**src/rtl/kmeans_nearest_centroid.sv**
```systemverilog
// Nearest-centroid classifier: four 2-D centroids, one point per six cycles,
// squared Euclidean distance evaluated against one centroid per CALC cycle.
module kmeans_nearest_centroid (
    input  logic        clk,
    input  logic        reset,
    input  logic        cent_wr,
    input  logic [1:0]  cent_idx,
    input  logic [31:0] cent_data,
    input  logic        in_valid,
    input  logic [31:0] in_point,
    output logic        in_ready,
    output logic        out_valid,
    output logic [63:0] out_data
);

    typedef enum logic [1:0] {
        IDLE = 2'd0,
        CALC = 2'd1,
        DONE = 2'd2
    } state_t;

    state_t      state_r;
    logic [31:0] cent_r [4];
    logic [31:0] point_r;
    logic [1:0]  idx_r;
    logic [32:0] min_dist_r;
    logic [1:0]  min_idx_r;

    logic [32:0] dist_s;
    logic        take_s;
    logic [32:0] next_min_s;
    logic [1:0]  next_idx_s;

    // Squared distance between two packed {x,y} points, full 33-bit result.
    function automatic logic [32:0] sq_dist(input logic [31:0] p, input logic [31:0] c);
        logic [15:0] dx;
        logic [15:0] dy;
        logic [31:0] sx;
        logic [31:0] sy;
        dx = (p[31:16] >= c[31:16]) ? (p[31:16] - c[31:16]) : (c[31:16] - p[31:16]);
        dy = (p[15:0]  >= c[15:0])  ? (p[15:0]  - c[15:0])  : (c[15:0]  - p[15:0]);
        sx = {16'd0, dx} * {16'd0, dx};
        sy = {16'd0, dy} * {16'd0, dy};
        return {1'b0, sx} + {1'b0, sy};
    endfunction

    // Distance to the current centroid and the running-minimum update.
    always_comb begin
        dist_s = sq_dist(point_r, cent_r[idx_r]);
        take_s = (idx_r == 2'd0) || (dist_s < min_dist_r);
        if (take_s) begin
            next_min_s = dist_s;
            next_idx_s = idx_r;
        end else begin
            next_min_s = min_dist_r;
            next_idx_s = min_idx_r;
        end
    end

    // Control FSM, centroid storage and registered outputs.
    always_ff @(posedge clk) begin
        if (reset) begin
            state_r    <= IDLE;
            for (int i = 0; i < 4; i++) begin
                cent_r[i] <= 32'd0;
            end
            point_r    <= 32'd0;
            idx_r      <= 2'd0;
            min_dist_r <= 33'd0;
            min_idx_r  <= 2'd0;
            in_ready   <= 1'b1;
            out_valid  <= 1'b0;
            out_data   <= 64'h0;
        end else begin
            case (state_r)
                IDLE: begin
                    out_valid <= 1'b0;
                    if (cent_wr) begin
                        cent_r[cent_idx] <= cent_data;
                    end
                    if (in_valid) begin
                        point_r  <= in_point;
                        idx_r    <= 2'd0;
                        in_ready <= 1'b0;
                        state_r  <= CALC;
                    end
                end
                CALC: begin
                    min_dist_r <= next_min_s;
                    min_idx_r  <= next_idx_s;
                    idx_r      <= idx_r + 2'd1;
                    // The last comparison feeds the result word directly.
                    if (idx_r == 2'd3) begin
                        state_r   <= DONE;
                        out_valid <= 1'b1;
                        out_data  <= {28'd0, next_idx_s, 1'b0, next_min_s};
                    end
                end
                DONE: begin
                    out_valid <= 1'b0;
                    in_ready  <= 1'b1;
                    state_r   <= IDLE;
                end
                default: begin
                    out_valid <= 1'b0;
                    in_ready  <= 1'b1;
                    state_r   <= IDLE;
                end
            endcase
        end
    end

endmodule
```
**config.mk**
```make
export PLATFORM = sky130hd
export DESIGN_NAME = kmeans_nearest_centroid
export DESIGN_NICKNAME = d
export VERILOG_FILES = /design/src/rtl/kmeans_nearest_centroid.sv
export SDC_FILE = /design/constraint.sdc
export NUM_CORES = 2
export LEC_CHECK = 0
export BUFFER_PORTS_ARGS = -buffer_cell sky130_fd_sc_hd__buf_4
export CAP_MARGIN = 20
export CORE_MARGIN = 2
export CORE_UTILIZATION = 50
export CTS_BUF_LIST = sky130_fd_sc_hd__clkbuf_8 sky130_fd_sc_hd__clkbuf_16
export DETAILED_ROUTE_END_ITERATION = 10
export HOLD_SLACK_MARGIN = 0.15
export MAX_ROUTING_LAYER = met4
export PLACE_DENSITY_LB_ADDON = 0.08
export SYNTH_ARGS = -nofsm -noshare
export SYNTH_HDL_FRONTEND = slang
export SYNTH_SLANG_ARGS = --single-unit
```
**constraint.sdc**
```tcl
create_clock -name clk -period 28.3 [get_ports clk]
set_input_delay 1.415 -clock clk [delete_from_list [all_inputs] [get_ports clk]]
set_output_delay 1.415 -clock clk [all_outputs]
set_load 0.05 [all_outputs]
```
==> run_summary.xml <==
<?xml version="1.0" encoding="UTF-8"?>
<metrics>
  <group name="sta">
    <metric name="post_route_clock_period_utilization" unit="">0.512</metric>
    <metric name="finalCriticalPeriod" unit="ns">14.50</metric>
    <metric name="skew" unit="ns">0.0341</metric>
    <metric name="report.final.setup_viol" unit="">0</metric>
    <metric name="tightest_slew" unit="ns">1.06</metric>
    <metric name="fmax" unit="GHz">0.0690</metric>
    <metric name="slew_headroom" unit="">0.293</metric>
    <metric name="rsz0062_at_grt" unit="">false</metric>
    <metric name="totalNegativeSetupSlack" unit="ns">0</metric>
    <metric name="final_max_slew_viol_count" unit="">0</metric>
    <metric name="report.final.hold_viol_count" unit="">0</metric>
    <metric name="worst_slack" unit="ns">13.80</metric>
  </group>
  <group name="worst_setup_path">
    <metric name="crit_type" unit="">register to register</metric>
    <metric name="crit_path_start_kind" unit="">register</metric>
    <metric name="r2r_setup_slack" unit="ns">13.80</metric>
    <metric name="worstPathRequired" unit="ns">28.79</metric>
    <metric name="path_max_fanout" unit="">32</metric>
    <metric name="r2r.worst_path.cells" unit="">46</metric>
    <metric name="critPathArrivalTime" unit="ns">14.99</metric>
    <metric name="slowest_stage" unit="">sky130_fd_sc_hd__ha_1</metric>
    <metric name="reg2reg_to" unit="">min_dist_r[17]</metric>
    <metric name="worst_setup_path_end_kind" unit="">register</metric>
    <metric name="worst_path_largest_cell_delay" unit="ns">0.69</metric>
    <metric name="crit_path_frequent_cell" unit="">sky130_fd_sc_hd__fa_1</metric>
  </group>
  <group name="logic_synthesis">
    <metric name="synth_most_common_cell" unit="">sky130_fd_sc_hd__inv_1</metric>
    <metric name="top_reg_cell_synth" unit="">sky130_fd_sc_hd__edfxtp_1</metric>
    <metric name="yosys_warnings" unit="">0</metric>
    <metric name="syn_avg_cell_area" unit="µm²">9.43</metric>
    <metric name="post-synth-top-area-cell" unit="">sky130_fd_sc_hd__fa_1</metric>
    <metric name="sequential_share_of_the_synthesized_area" unit="">0.213</metric>
    <metric name="synthCells" unit="">3016</metric>
    <metric name="top_cells_by_instance_count_after_synthesis" unit="">sky130_fd_sc_hd__inv_1 (600), sky130_fd_sc_hd__fa_1 (392), sky130_fd_sc_hd__ha_1 (287)</metric>
    <metric name="post_synth_instance_area" unit="µm²">28400</metric>
    <metric name="synth.distinct_cells" unit="">78</metric>
    <metric name="synth_enable_flop_cells" unit="">128</metric>
    <metric name="synth_top_area_share" unit="">0.276</metric>
    <metric name="ys_async_sr_fraction" unit="">0</metric>
    <metric name="synth-seq-cells" unit="">238</metric>
    <metric name="ranking_of_synthesized_cells_by_area" unit="">sky130_fd_sc_hd__fa_1 (28%), sky130_fd_sc_hd__edfxtp_1 (14%), sky130_fd_sc_hd__ha_1 (13%)</metric>
  </group>
  <group name="place">
    <metric name="dp_hpwl" unit="mm">56.3</metric>
    <metric name="numPortBuffers" unit="">106</metric>
    <metric name="routabilityCongestion" unit="">0.894</metric>
    <metric name="pre_cts_ws" unit="ns">13.82</metric>
  </group>
  <group name="routing">
    <metric name="wire_per_inst" unit="µm">18.2</metric>
    <metric name="routed_wirelength" unit="mm">70.1</metric>
    <metric name="detail-route-antenna-nets" unit="">0</metric>
    <metric name="drcViolationCount" unit="">0</metric>
    <metric name="detailedRoute.firstIterationViolations" unit="">1039</metric>
    <metric name="drt_pass1_iterations" unit="">5</metric>
    <metric name="route.vias.total" unit="">20200</metric>
    <metric name="via_to_cell_ratio" unit="">5.25</metric>
  </group>
  <group name="layout">
    <metric name="antenna_cells_inserted" unit="">0</metric>
    <metric name="syn_to_final_growth" unit="%">8.66</metric>
    <metric name="drive_above_1_share" unit="">0.0936</metric>
    <metric name="filler_cell_count" unit="">5126</metric>
    <metric name="final_net_count" unit="">3826</metric>
  </group>
  <group name="clocking">
    <metric name="post_cts.repair.setup_buffers" unit="">0</metric>
    <metric name="cts_root_buffer" unit="">sky130_fd_sc_hd__clkbuf_16</metric>
    <metric name="tritoncts_clock_tree" unit="">built</metric>
    <metric name="cts-resized-gates" unit="">0</metric>
    <metric name="ctsHtreeMaxLevel" unit="">1</metric>
    <metric name="cts_sinks" unit="">238</metric>
    <metric name="cts-hold-fix-buffers" unit="">0</metric>
    <metric name="cts-root-to-sink-buffers" unit="">3</metric>
    <metric name="clkTransAtPathRegs" unit="ns">0.06</metric>
    <metric name="worstSkewPairLatency" unit="ns">0.58</metric>
    <metric name="cts-buffers-inserted" unit="">27</metric>
  </group>
  <group name="global_routing">
    <metric name="number_of_antenna_violations_at_the_first_check_in_global_routing" unit="">0</metric>
    <metric name="grt_max_degree" unit="">78</metric>
    <metric name="grt_util_all_layers" unit="">0.252</metric>
    <metric name="global_route_wire_length_before_repair" unit="mm">114</metric>
    <metric name="grt_pass1_vias" unit="">21700</metric>
    <metric name="overflow" unit="">0</metric>
  </group>
  <group name="floorplan">
    <metric name="die-height" unit="µm">243</metric>
    <metric name="start_util" unit="">0.506</metric>
    <metric name="floorplan.die.width" unit="µm">243</metric>
    <metric name="std_cell_rows" unit="">87</metric>
    <metric name="die_area" unit="µm²">58800</metric>
    <metric name="top_level_pins" unit="">136</metric>
    <metric name="floorplan.core_area" unit="µm²">56300</metric>
  </group>
  <group name="status">
    <metric name="status" unit="">completed</metric>
  </group>
  <group name="worst_hold_path">
    <metric name="min-delay-start" unit="">min_dist_r[16]</metric>
    <metric name="hold_depth" unit="">2</metric>
    <metric name="hold-path-endpoint" unit="">min_dist_r[16]</metric>
    <metric name="holdCritPathClass" unit="">register to register</metric>
  </group>
  <group name="flow_run">
    <metric name="max-cap-violations" unit="">0</metric>
  </group>
</metrics>
[final cells by class]
| type | count | area (µm²) | area share |
|---|---|---|---|
| Clock buffer | 32 | 744 | 0.0241 |
| Clock inverter | 18 | 229 | 0.00741 |
| Inverter | 610 | 2290 | 0.0741 |
| Multi-Input combinational cell | 2056 | 19600 | 0.633 |
| Sequential cell | 238 | 6050 | 0.196 |
| Tap cell | 756 | 946 | 0.0306 |
| Timing Repair Buffer | 144 | 1080 | 0.0350 |
[sequential cells by signal (all words and copies together), names as in the netlist, named ones only]
name	cells
min_dist_r	33
cent_r	128
out_data	35
in_ready	1
idx_r	2
point_r	32
out_valid	1
state_r	2
min_idx_r	2
[worst max-delay path by stage]
stage                   from              to  slack (ns)
finish              register  min_dist_r[17]       13.80
global route        register  min_dist_r[17]       12.94
CTS                 register  min_dist_r[17]       13.77
detailed placement  register  min_dist_r[17]       13.82
global placement    register   min_dist_r[4]       14.03
floorplan           register    out_data[10]       15.85
[kinds of logic (layout without fill, tap and decap cells)]
logic type,count (synthesis),in the layout,synth area share
xor gates and xnor gates,66,66,0.0220
adders and majority gates,679,679,0.402
buffers and inverters,750,804,0.105
other,1,29,0.000132
and+or+nand+nor,818,818,0.133
DFF,238,238,0.213
AOI/OAI and AO/OA,401,401,0.0886
muxes,63,63,0.0366
[metal layers]
layer | part of all wire | track usage | wire length [µm]
met1 | 0.41 | 0.303 | 28400
met5 | 0 | - | 0
met4 | 0.030 | 0.0746 | 2130
met2 | 0.52 | 0.450 | 36600
met3 | 0.043 | 0.0227 | 2990
[worst max-delay path, delay by kind of cell (launching register included)]
family / cells / cell delay [ns]
flip-flops: 1 / 0.32
multiplexers: 2 / 0.87
AO/OA/AOI/OAI: 14 / 3.09
AND/OR/NAND/NOR: 8 / 2.29
buffers and inverters: 8 / 1.80
adder cells (fa/ha/maj): 11 / 5.31
XOR/XNOR: 3 / 0.66
[cells in the final DEF (no fill, tap or decap), types with 9 or more instances in the layout]
cell type and count:
sky130_fd_sc_hd__o21a_1 17, sky130_fd_sc_hd__nor3_1 22, sky130_fd_sc_hd__nand4_1 10, sky130_fd_sc_hd__o211ai_1 11, sky130_fd_sc_hd__nor2_1 274, sky130_fd_sc_hd__xnor2_1 39
sky130_fd_sc_hd__mux4_2 32, sky130_fd_sc_hd__xor2_1 21, sky130_fd_sc_hd__mux2i_1 26, sky130_fd_sc_hd__fa_1 392, sky130_fd_sc_hd__o21ai_0 60, sky130_fd_sc_hd__a31oi_1 11
sky130_fd_sc_hd__conb_1 29, sky130_fd_sc_hd__edfxtp_1 128, sky130_fd_sc_hd__clkbuf_16 27, sky130_fd_sc_hd__inv_2 9, sky130_fd_sc_hd__nand2b_1 34, sky130_fd_sc_hd__a21o_1 39
sky130_fd_sc_hd__and2_1 133, sky130_fd_sc_hd__or2_2 31, sky130_fd_sc_hd__a21oi_1 164, sky130_fd_sc_hd__nand3_1 24, sky130_fd_sc_hd__a211oi_1 30, sky130_fd_sc_hd__o21bai_1 10
sky130_fd_sc_hd__inv_1 605, sky130_fd_sc_hd__dfxtp_1 109, sky130_fd_sc_hd__nor2b_1 13, sky130_fd_sc_hd__ha_1 287, sky130_fd_sc_hd__nand2_1 244, sky130_fd_sc_hd__buf_4 144
[through the flow]
stage | cells | hold WS [ns] | utilization | cell area (µm²)
finish | 3854 | 0.456 | 0.549 | 30900
global route | 3854 | 0.472 | 0.549 | 30900
CTS | 3854 | 0.456 | 0.549 | 30900
detailed placement | 3804 | 0.448 | 0.532 | 29900
global placement | 3804 | 0.441 | 0.532 | 29900
floorplan | 3044 | 0.436 | - | 28600
Power is not shown: default switching activity piles up to over one toggle a cycle in this logic, so the estimate is an artifact.
